**config.mk**
```make
export PLATFORM = sky130hd
export DESIGN_NAME = csr_file
export DESIGN_NICKNAME = d
export VERILOG_FILES = /design/src/rtl/csr_file.sv
export SDC_FILE = /design/constraint.sdc
export NUM_CORES = 1
export LEC_CHECK = 0
export BUFFER_PORTS_ARGS = -buffer_cell sky130_fd_sc_hd__buf_2
export CAP_MARGIN = 20
export CORE_MARGIN = 2
export CORE_UTILIZATION = 32
export CTS_CLUSTER_SIZE = 14
export DETAILED_ROUTE_END_ITERATION = 16
export GPL_TIMING_DRIVEN = 1
export HOLD_SLACK_MARGIN = 0.05
export PLACE_DENSITY = 0.63
export SYNTH_ARGS = -nofsm -noshare
export SYNTH_HDL_FRONTEND = slang
export SYNTH_SLANG_ARGS = --single-unit
```
**constraint.sdc**
```tcl
create_clock -name clock_i -period 10.3 [get_ports clock_i]
set_input_delay 0 -clock clock_i [delete_from_list [all_inputs] [get_ports clock_i]]
set_output_delay 0 -clock clock_i [all_outputs]
set_load 0.03 [all_outputs]
```
**src/rtl/csr_file.sv**
```systemverilog
// Machine-mode CSR file: combinational reads, commit-side writes, trap/mret side effects,
// mcycle/minstret counters. Interrupt capture is built only with `define CSR_INTERRUPT_EN.
package csr_pkg;
   typedef enum logic [11:0] {
      MSTATUS  = 12'h300,
      MIE      = 12'h304,
      MTVEC    = 12'h305,
      MSCRATCH = 12'h340,
      MEPC     = 12'h341,
      MCAUSE   = 12'h342,
      MTVAL    = 12'h343,
      MIP      = 12'h344,
      MCYCLE   = 12'hB00,
      MINSTRET = 12'hB02
   } destinationCSR_;
endpackage

module csr_file
   import csr_pkg::*;
#(
   parameter logic [31:0] MTVEC_RESET = 32'h0000_0000
) (
   input  logic           clock_i,
   input  logic           reset_i,
   input  destinationCSR_ readAddress_i,
   output logic [31:0]    readData_o,
   input  logic           writeEnable_i,
   input  destinationCSR_ writeAddress_i,
   input  logic [31:0]    writeData_i,
   input  logic           retire_i,
   input  logic           trapValid_i,
   input  logic [31:0]    trapCause_i,
   input  logic [31:0]    trapPC_i,
   input  logic [31:0]    trapValue_i,
   input  logic           mretValid_i,
   input  logic           softwareInterrupt_i,
   input  logic           timerInterrupt_i,
   input  logic           externalInterrupt_i,
   output logic           interruptPending_o,
   output logic [31:0]    interruptCause_o,
   output logic [31:0]    trapVector_o,
   output logic [31:0]    returnAddress_o
);

   logic [31:0] mstatus_q, mepc_q, mtvec_q, mie_q, mscratch_q, mcause_q, mtval_q, mcycle_q, minstret_q;
   logic [31:0] mstatus_d, mepc_d, mtvec_d, mie_d, mscratch_d, mcause_d, mtval_d, mcycle_d, minstret_d;
   logic [31:0] mip;
   logic [31:0] mstatus_rd;
   logic        wr_ok;
   logic        unused_trap_lsb;

   assign unused_trap_lsb = ^trapPC_i[1:0];
   // MPP is hardwired to machine mode; storage keeps whatever was written.
   assign mstatus_rd      = mstatus_q | 32'h0000_1800;
   assign trapVector_o    = {mtvec_q[31:2], 2'b00};
   assign returnAddress_o = mepc_q;

   always_comb begin
      readData_o = '0;
      case (readAddress_i)
         MSTATUS:  readData_o = mstatus_rd;
         MIE:      readData_o = mie_q;
         MTVEC:    readData_o = mtvec_q;
         MSCRATCH: readData_o = mscratch_q;
         MEPC:     readData_o = mepc_q;
         MCAUSE:   readData_o = mcause_q;
         MTVAL:    readData_o = mtval_q;
         MIP:      readData_o = mip;
         MCYCLE:   readData_o = mcycle_q;
         MINSTRET: readData_o = minstret_q;
         default:  readData_o = '0;
      endcase
   end

   always_comb begin
      mstatus_d  = mstatus_q;
      mepc_d     = mepc_q;
      mtvec_d    = mtvec_q;
      mie_d      = mie_q;
      mscratch_d = mscratch_q;
      mcause_d   = mcause_q;
      mtval_d    = mtval_q;
      mcycle_d   = mcycle_q + 32'd1;
      minstret_d = minstret_q + {31'b0, retire_i};
      wr_ok      = writeEnable_i & ~trapValid_i;
      if (trapValid_i) begin
         mepc_d       = {trapPC_i[31:2], 2'b00};
         mcause_d     = trapCause_i;
         mtval_d      = trapValue_i;
         mstatus_d[7] = mstatus_q[3];
         mstatus_d[3] = 1'b0;
      end else if (mretValid_i) begin
         mstatus_d[3] = mstatus_q[7];
         mstatus_d[7] = 1'b1;
      end
      if (wr_ok) begin
         case (writeAddress_i)
            MSTATUS:  if (!mretValid_i) mstatus_d = writeData_i;
            MIE:      mie_d      = writeData_i;
            MTVEC:    mtvec_d    = writeData_i;
            MSCRATCH: mscratch_d = writeData_i;
            MEPC:     mepc_d     = writeData_i;
            MCAUSE:   mcause_d   = writeData_i;
            MTVAL:    mtval_d    = writeData_i;
            MCYCLE:   mcycle_d   = writeData_i;
            MINSTRET: minstret_d = writeData_i;
            default:  ;
         endcase
      end
   end

   always_ff @(posedge clock_i or posedge reset_i) begin
      if (reset_i) begin
         mstatus_q  <= 32'h0000_1800;
         mepc_q     <= '0;
         mtvec_q    <= MTVEC_RESET;
         mie_q      <= '0;
         mscratch_q <= '0;
         mcause_q   <= '0;
         mtval_q    <= '0;
         mcycle_q   <= '0;
         minstret_q <= '0;
      end else begin
         mstatus_q  <= mstatus_d;
         mepc_q     <= mepc_d;
         mtvec_q    <= mtvec_d;
         mie_q      <= mie_d;
         mscratch_q <= mscratch_d;
         mcause_q   <= mcause_d;
         mtval_q    <= mtval_d;
         mcycle_q   <= mcycle_d;
         minstret_q <= minstret_d;
      end
   end

`ifdef CSR_INTERRUPT_EN
   logic [2:0]  irq_s1_q, irq_s2_q;
   logic [31:0] mip_q, irq_en;

   always_ff @(posedge clock_i or posedge reset_i) begin
      if (reset_i) begin
         irq_s1_q <= '0;
         irq_s2_q <= '0;
         mip_q    <= '0;
      end else begin
         irq_s1_q <= {externalInterrupt_i, timerInterrupt_i, softwareInterrupt_i};
         irq_s2_q <= irq_s1_q;
         mip_q    <= {20'b0, irq_s2_q[2], 3'b0, irq_s2_q[1], 3'b0, irq_s2_q[0], 3'b0};
      end
   end

   assign mip                = mip_q;
   assign irq_en             = mip_q & mie_q;
   assign interruptPending_o = mstatus_q[3] & (|irq_en);

   always_comb begin
      interruptCause_o = '0;
      if (mstatus_q[3]) begin
         if (irq_en[11])     interruptCause_o = 32'h8000_000B;
         else if (irq_en[3]) interruptCause_o = 32'h8000_0003;
         else if (irq_en[7]) interruptCause_o = 32'h8000_0007;
      end
   end
`else
   logic unused_irq;
   assign unused_irq         = softwareInterrupt_i ^ timerInterrupt_i ^ externalInterrupt_i;
   assign mip                = '0;
   assign interruptPending_o = 1'b0;
   assign interruptCause_o   = '0;
`endif

endmodule

```
# Word-level counts from Yosys, hierarchy flattened

Index checks and enable logic that the tools add are counted.
W data, S select, Z words.

Input bits: 161
Word-level logic and storage cells: 58
Register bits after elaboration: 288
Output and inout port bits: 129

Bitwise logic cells: 3
Mux-type cells: 21
Reductions and logical operators: 4
Add/subtract/negate cells: 2
Equality and inequality tests: 18

Operators with widths:

| kind                    | count |
|---|---|
| $mux W32                | 13 |
| $pmux W32 S9            | 1 |
| $eq A12 B10 Y1 const B  | 14 |
| $eq A12 B12 Y1 const B  | 4 |
| $add A32 B1 Y32         | 1 |
| $add A32 B1 Y32 const B | 1 |
| $mux W8                 | 3 |
| $reduce_and A2 Y1       | 3 |
| $mux W1                 | 4 |
| $reduce_and A3 Y1       | 1 |
| $not A1 Y1              | 2 |
| $and A1 B1 Y1           | 1 |

# Logic depth before layout (Yosys ltp)

Word-level depth: 5
Mapped depth: 8
Depth with buffers taken out: 7

# Least setup slack after synthesis

OpenSTA, ideal clock, no wires.

Path kind: register -> register
Start point: reg minstret_q[0]
End point: reg minstret_q[20]
Period minus slack after synthesis: 1.743 ns
Buffers on the path: 0
Setup time: 0.125 ns
Data required time: 10.175 ns
Stages on the path, launching flop included: 8
Arrival time: 1.618 ns
Slack: 8.557 ns
Cell sequence: dfrtp_1 ha_1 ha_1 and2_1 nand3_1 nor3_1 xor2_1 mux2_2

Cells in the longest elaborated chain, start to end: 3

Ends and longest elaborated chain:

| item                   | line | text |
|---|---|---|
| from (decl)            | 45   | `logic [31:0] mstatus_q, mepc_q, mtvec_q, mie_q, mscratch_q, mcause_q, mtval_q, mcycle_q, minstret_q;` |
| from (signal assigned) | 132  | `minstret_q <= minstret_d;` |
| $add A32 B1 Y32 (*)    | 84   | `minstret_d = minstret_q + {31'b0, retire_i};` |
| $mux W32               | 97   | `case (writeAddress_i)` |
| $mux W32 (*)           | 96   | `if (wr_ok) begin` |
| net minstret_d[20]     | 46   | `logic [31:0] mstatus_d, mepc_d, mtvec_d, mie_d, mscratch_d, mcause_d, mtval_d, mcycle_d, minstret_d;` |

Mark *: on every way through the listed nets, which the timed path passes. The rest lies on a longest branch.
A chain may end at the register's enable or synchronous reset.

# Final worst setup path

Start point: in readAddress_i[11]
End point: out readData_o[30]

Cells in the longest elaborated chain, start to end: 2
Elaborated cells on any way between the ends: 10
Those cells by class: eq/ne: 9; mux: 1

Ends and longest elaborated chain:

| item                                             | line | text |
|---|---|---|
| from (decl)                                      | 25   | `input destinationCSR_ readAddress_i,` |
| $eq A12 B12 Y1 or $eq A12 B10 Y1 (tied branches) | 60   | `case (readAddress_i)` |
| $pmux W32 S9 (*)                                 | 60   |  |
| to (decl)                                        | 26   | `output logic [31:0] readData_o,` |

Mark *: on every way between the ends. The rest lies on a longest branch, timed or not.

==> impl_metrics.yaml <==
detailed_routing:
  dr.pass1.iters: 6
  wirelength_um: 53450
  drtAntennaViolNets: 0
  via_count: 13130
  drt_iter0_drc: 877
  drc_errors: 0
  wl_per_cell_um: 20.98
  routed_via_density: 5.153
yosys:
  async_flop_share: 1.000
  syn_avg_cell_area_um2: 10.29
  ys_warn_count: 0
  synth_edf_count: 0
  synthDistinctLibCells: 56
  ys_seq_area_frac: 0.4564
  synth_flop_cell: "dfrtp_1"
  ys_ff_latch: 286
  mappedNetlistArea_um2: 15680
  synth_cells: 1524
timing:
  setup_viol: 0
  period_minus_slack_ps: 3037
  drv_slew: 0
  tightest_slew_ps: 1091
  hold_slack_ps: 60.38
  finalCritPeriodShare: 0.2949
  finalHoldViolCount: 0
  relSlewSlack: 0.2701
  finalSetupTns_ps: 0
  rsz0062_at_grt: "no"
  skew_ps: 9.325
  fmax_ghz: 0.3292
clocking:
  numCtsBuffers: 36
  cts.clk_slew.worst_paths_ps: 50
  cts_resized: 0
  ctsLongestPathBuffers: 3
  holdBufCountCts: 218
  clk_latency_ps: 540
  cts_root_buf: "clkbuf_16"
  cts_sinks: 286
  postCtsSetupBuffers: 0
  cts_tree: "done"
  cts_max_level: 2
global_routing:
  grt_overflow: 0
  grt_use_total: 0.2095
  grt_pass1_wl_um: 80130
  grt_max_degree: 83
  antenna_found_initial: 4
  grt_pass1_vias: 13376
place:
  dp_hpwl_um: 34430
  gp_congestion: 0.8353
  port_buffers: 249
power:
  clock_power_share: 0.423
  p_total_w: 0.002887
  pwr-share-seq: 0.434
  ir_drop_mv: 0.1020
  p_int_w: 0.002115
  power.density_nw_per_um2: 141.8
  p_leak_nw: 9.820
  swShare: 0.2675
  power_frac_comb: 0.143
  power.switching_w: 0.0007722
floorplan:
  ios: 290
  die-area_um2: 50790
  start_util: 0.3224
  rows: 81
  coreArea_um2: 48650
  die_y_um: 225.4
  die_w_um: 225.4
critical_path:
  worstSetupEndpointType: "primary output"
  crit_type: "input port to primary output"
  r2r-end: "mcycle_q[14]$_DFF_PP0_"
  worst-r2r-cell-count: 6
  cp.required_ps: 10300
  cp-start-kind: "input port"
  reg2reg_slack_ps: 7780
  r2r-start: "mcycle_q[0]$_DFF_PP0_"
  cp_max_fo: 23
  cp.arrival_ps: 3040
layout:
  final_core_util: 0.4185
  mostFrequentLayoutCell: "dfrtp_1"
  layout-drive-gt1-share: 0.2442
  nFillCells: 4650
  multi_input_area_um2: 7601
  final_cell_mix: "286 x dfrtp_1, 247 x buf_2, 218 x dlygate4sd3_1"
  layout.nets: 2066
  final-seq-area_um2: 7157
  area_growth_pct: 29.82
run_status:
  status: "finished, final reports clean"
hold_path:
  hold_path_class: "input port to async pin"
flow_run:
  cap_violations: 0
## sequential cells by signal (all words and copies together) (netlist names)
name and count:
mstatus_q 30, mscratch_q 32, mcycle_q 32, mcause_q 32
mie_q 32, minstret_q 32, mtvec_q 32, mtval_q 32
returnAddress_o 32
## power groups by stage
stage	Clock [W]	Sequential, W	Combinational [W]
4_1_cts	0.00126	0.00125	0.000408
3_5_place_dp	0	0.00127	0.000320
6_report	0.00122	0.00125	0.000414
2_1_floorplan	0	0.00128	0.000208
5_1_grt	0.00131	0.00126	0.000450
3_3_place_gp	0	0.00127	0.000314
## metal layers
layer,vias to the layer above,wire (um),GRT usage
met5,-,23,0
met4,4,1803,0.07947
met3,105,3056,0.03664
met2,427,24830,0.3402
met1,6487,23730,0.2787
li1,6107,-,-
## worst max path at each step
stage,from,to,slack (ps),depth (start not counted)
floorplan,reset_i,mcause_q[0]$_DFF_PP0_,2410,1
global placement,readAddress_i[11],readData_o[30],7290,7
detailed placement,readAddress_i[11],readData_o[30],7290,7
CTS,readAddress_i[11],readData_o[30],7280,7
global route,readAddress_i[11],readData_o[30],7260,7
finish,readAddress_i[11],readData_o[30],7260,7
## through the flow
| step | cells | cell area (um2) | setup WS (ps) |
|---|---|---|---|
| 2_1_floorplan | 1558 | 15810 | 2408 |
| 3_3_place_gp | 2265 | 16980 | 7290 |
| 3_5_place_dp | 2266 | 17000 | 7288 |
| 4_1_cts | 2545 | 20310 | 7283 |
| 5_1_grt | 2547 | 20360 | 7259 |
| 6_report | 2548 | 20360 | 7263 |
## kinds of logic after synthesis
group	Yosys count	synth area share
and+or+nand+nor	397	0.1246
muxes	319	0.2137
DFF	286	0.4564
AOI/OAI and AO/OA	269	0.1022
buffers and inverters	191	0.06813
xor gates and xnor gates	58	0.03239
adders and majority gates	3	0.002394
other	1	0.0002391
## worst max-delay path, stage by stage
cell      delay [ps]
buf_2            210
nor4bb_4         280
buf_4            390
and2_1           620
nand2_2          590
o221ai_1         610
buf_2            300
## cell type report
type	instances	share of cell area
clock buffers	55	0.05372
clock inverters	6	0.001967
flip-flops and latches	286	0.3515
diodes	1	0.0001229
multi-input cells	1081	0.3734
inverters	5	0.001291
repair buffers	492	0.1798
well taps	622	0.03823
## synthesized netlist by cell type (3+ instances only)
library cell,instances,area share
xor2_1,42,0.023
clkbuf_1,49,0.012
nand4_1,25,0.010
a2111o_1,13,0.0093
and4_1,9,0.0050
mux2i_1,193,0.12
ha_1,3,0.0024
buf_1,5,0.0012
or3_1,5,0.0020
and3_1,16,0.0064
buf_4,67,0.032
nand4b_1,3,0.0017
a31oi_1,3,0.0012
nor4_1,7,0.0028
o21ai_0,48,0.015
a222oi_1,8,0.0051
mux2_2,126,0.090
nor3_1,10,0.0032
inv_1,5,0.0012
nor3b_1,3,0.0014
nor2_1,185,0.044
a22oi_1,17,0.0081
nand2_1,61,0.015
nor2b_1,4,0.0016
o22a_1,4,0.0022
o22ai_1,24,0.0096
and2_1,10,0.0040
a21oi_1,138,0.044
o221ai_1,6,0.0034
dfrtp_1,286,0.46
buf_6,3,0.0022
nand3_1,41,0.013
xnor2_1,16,0.0089
buf_2,61,0.019
No activity file was read; power rests on OpenSTA's default activity.
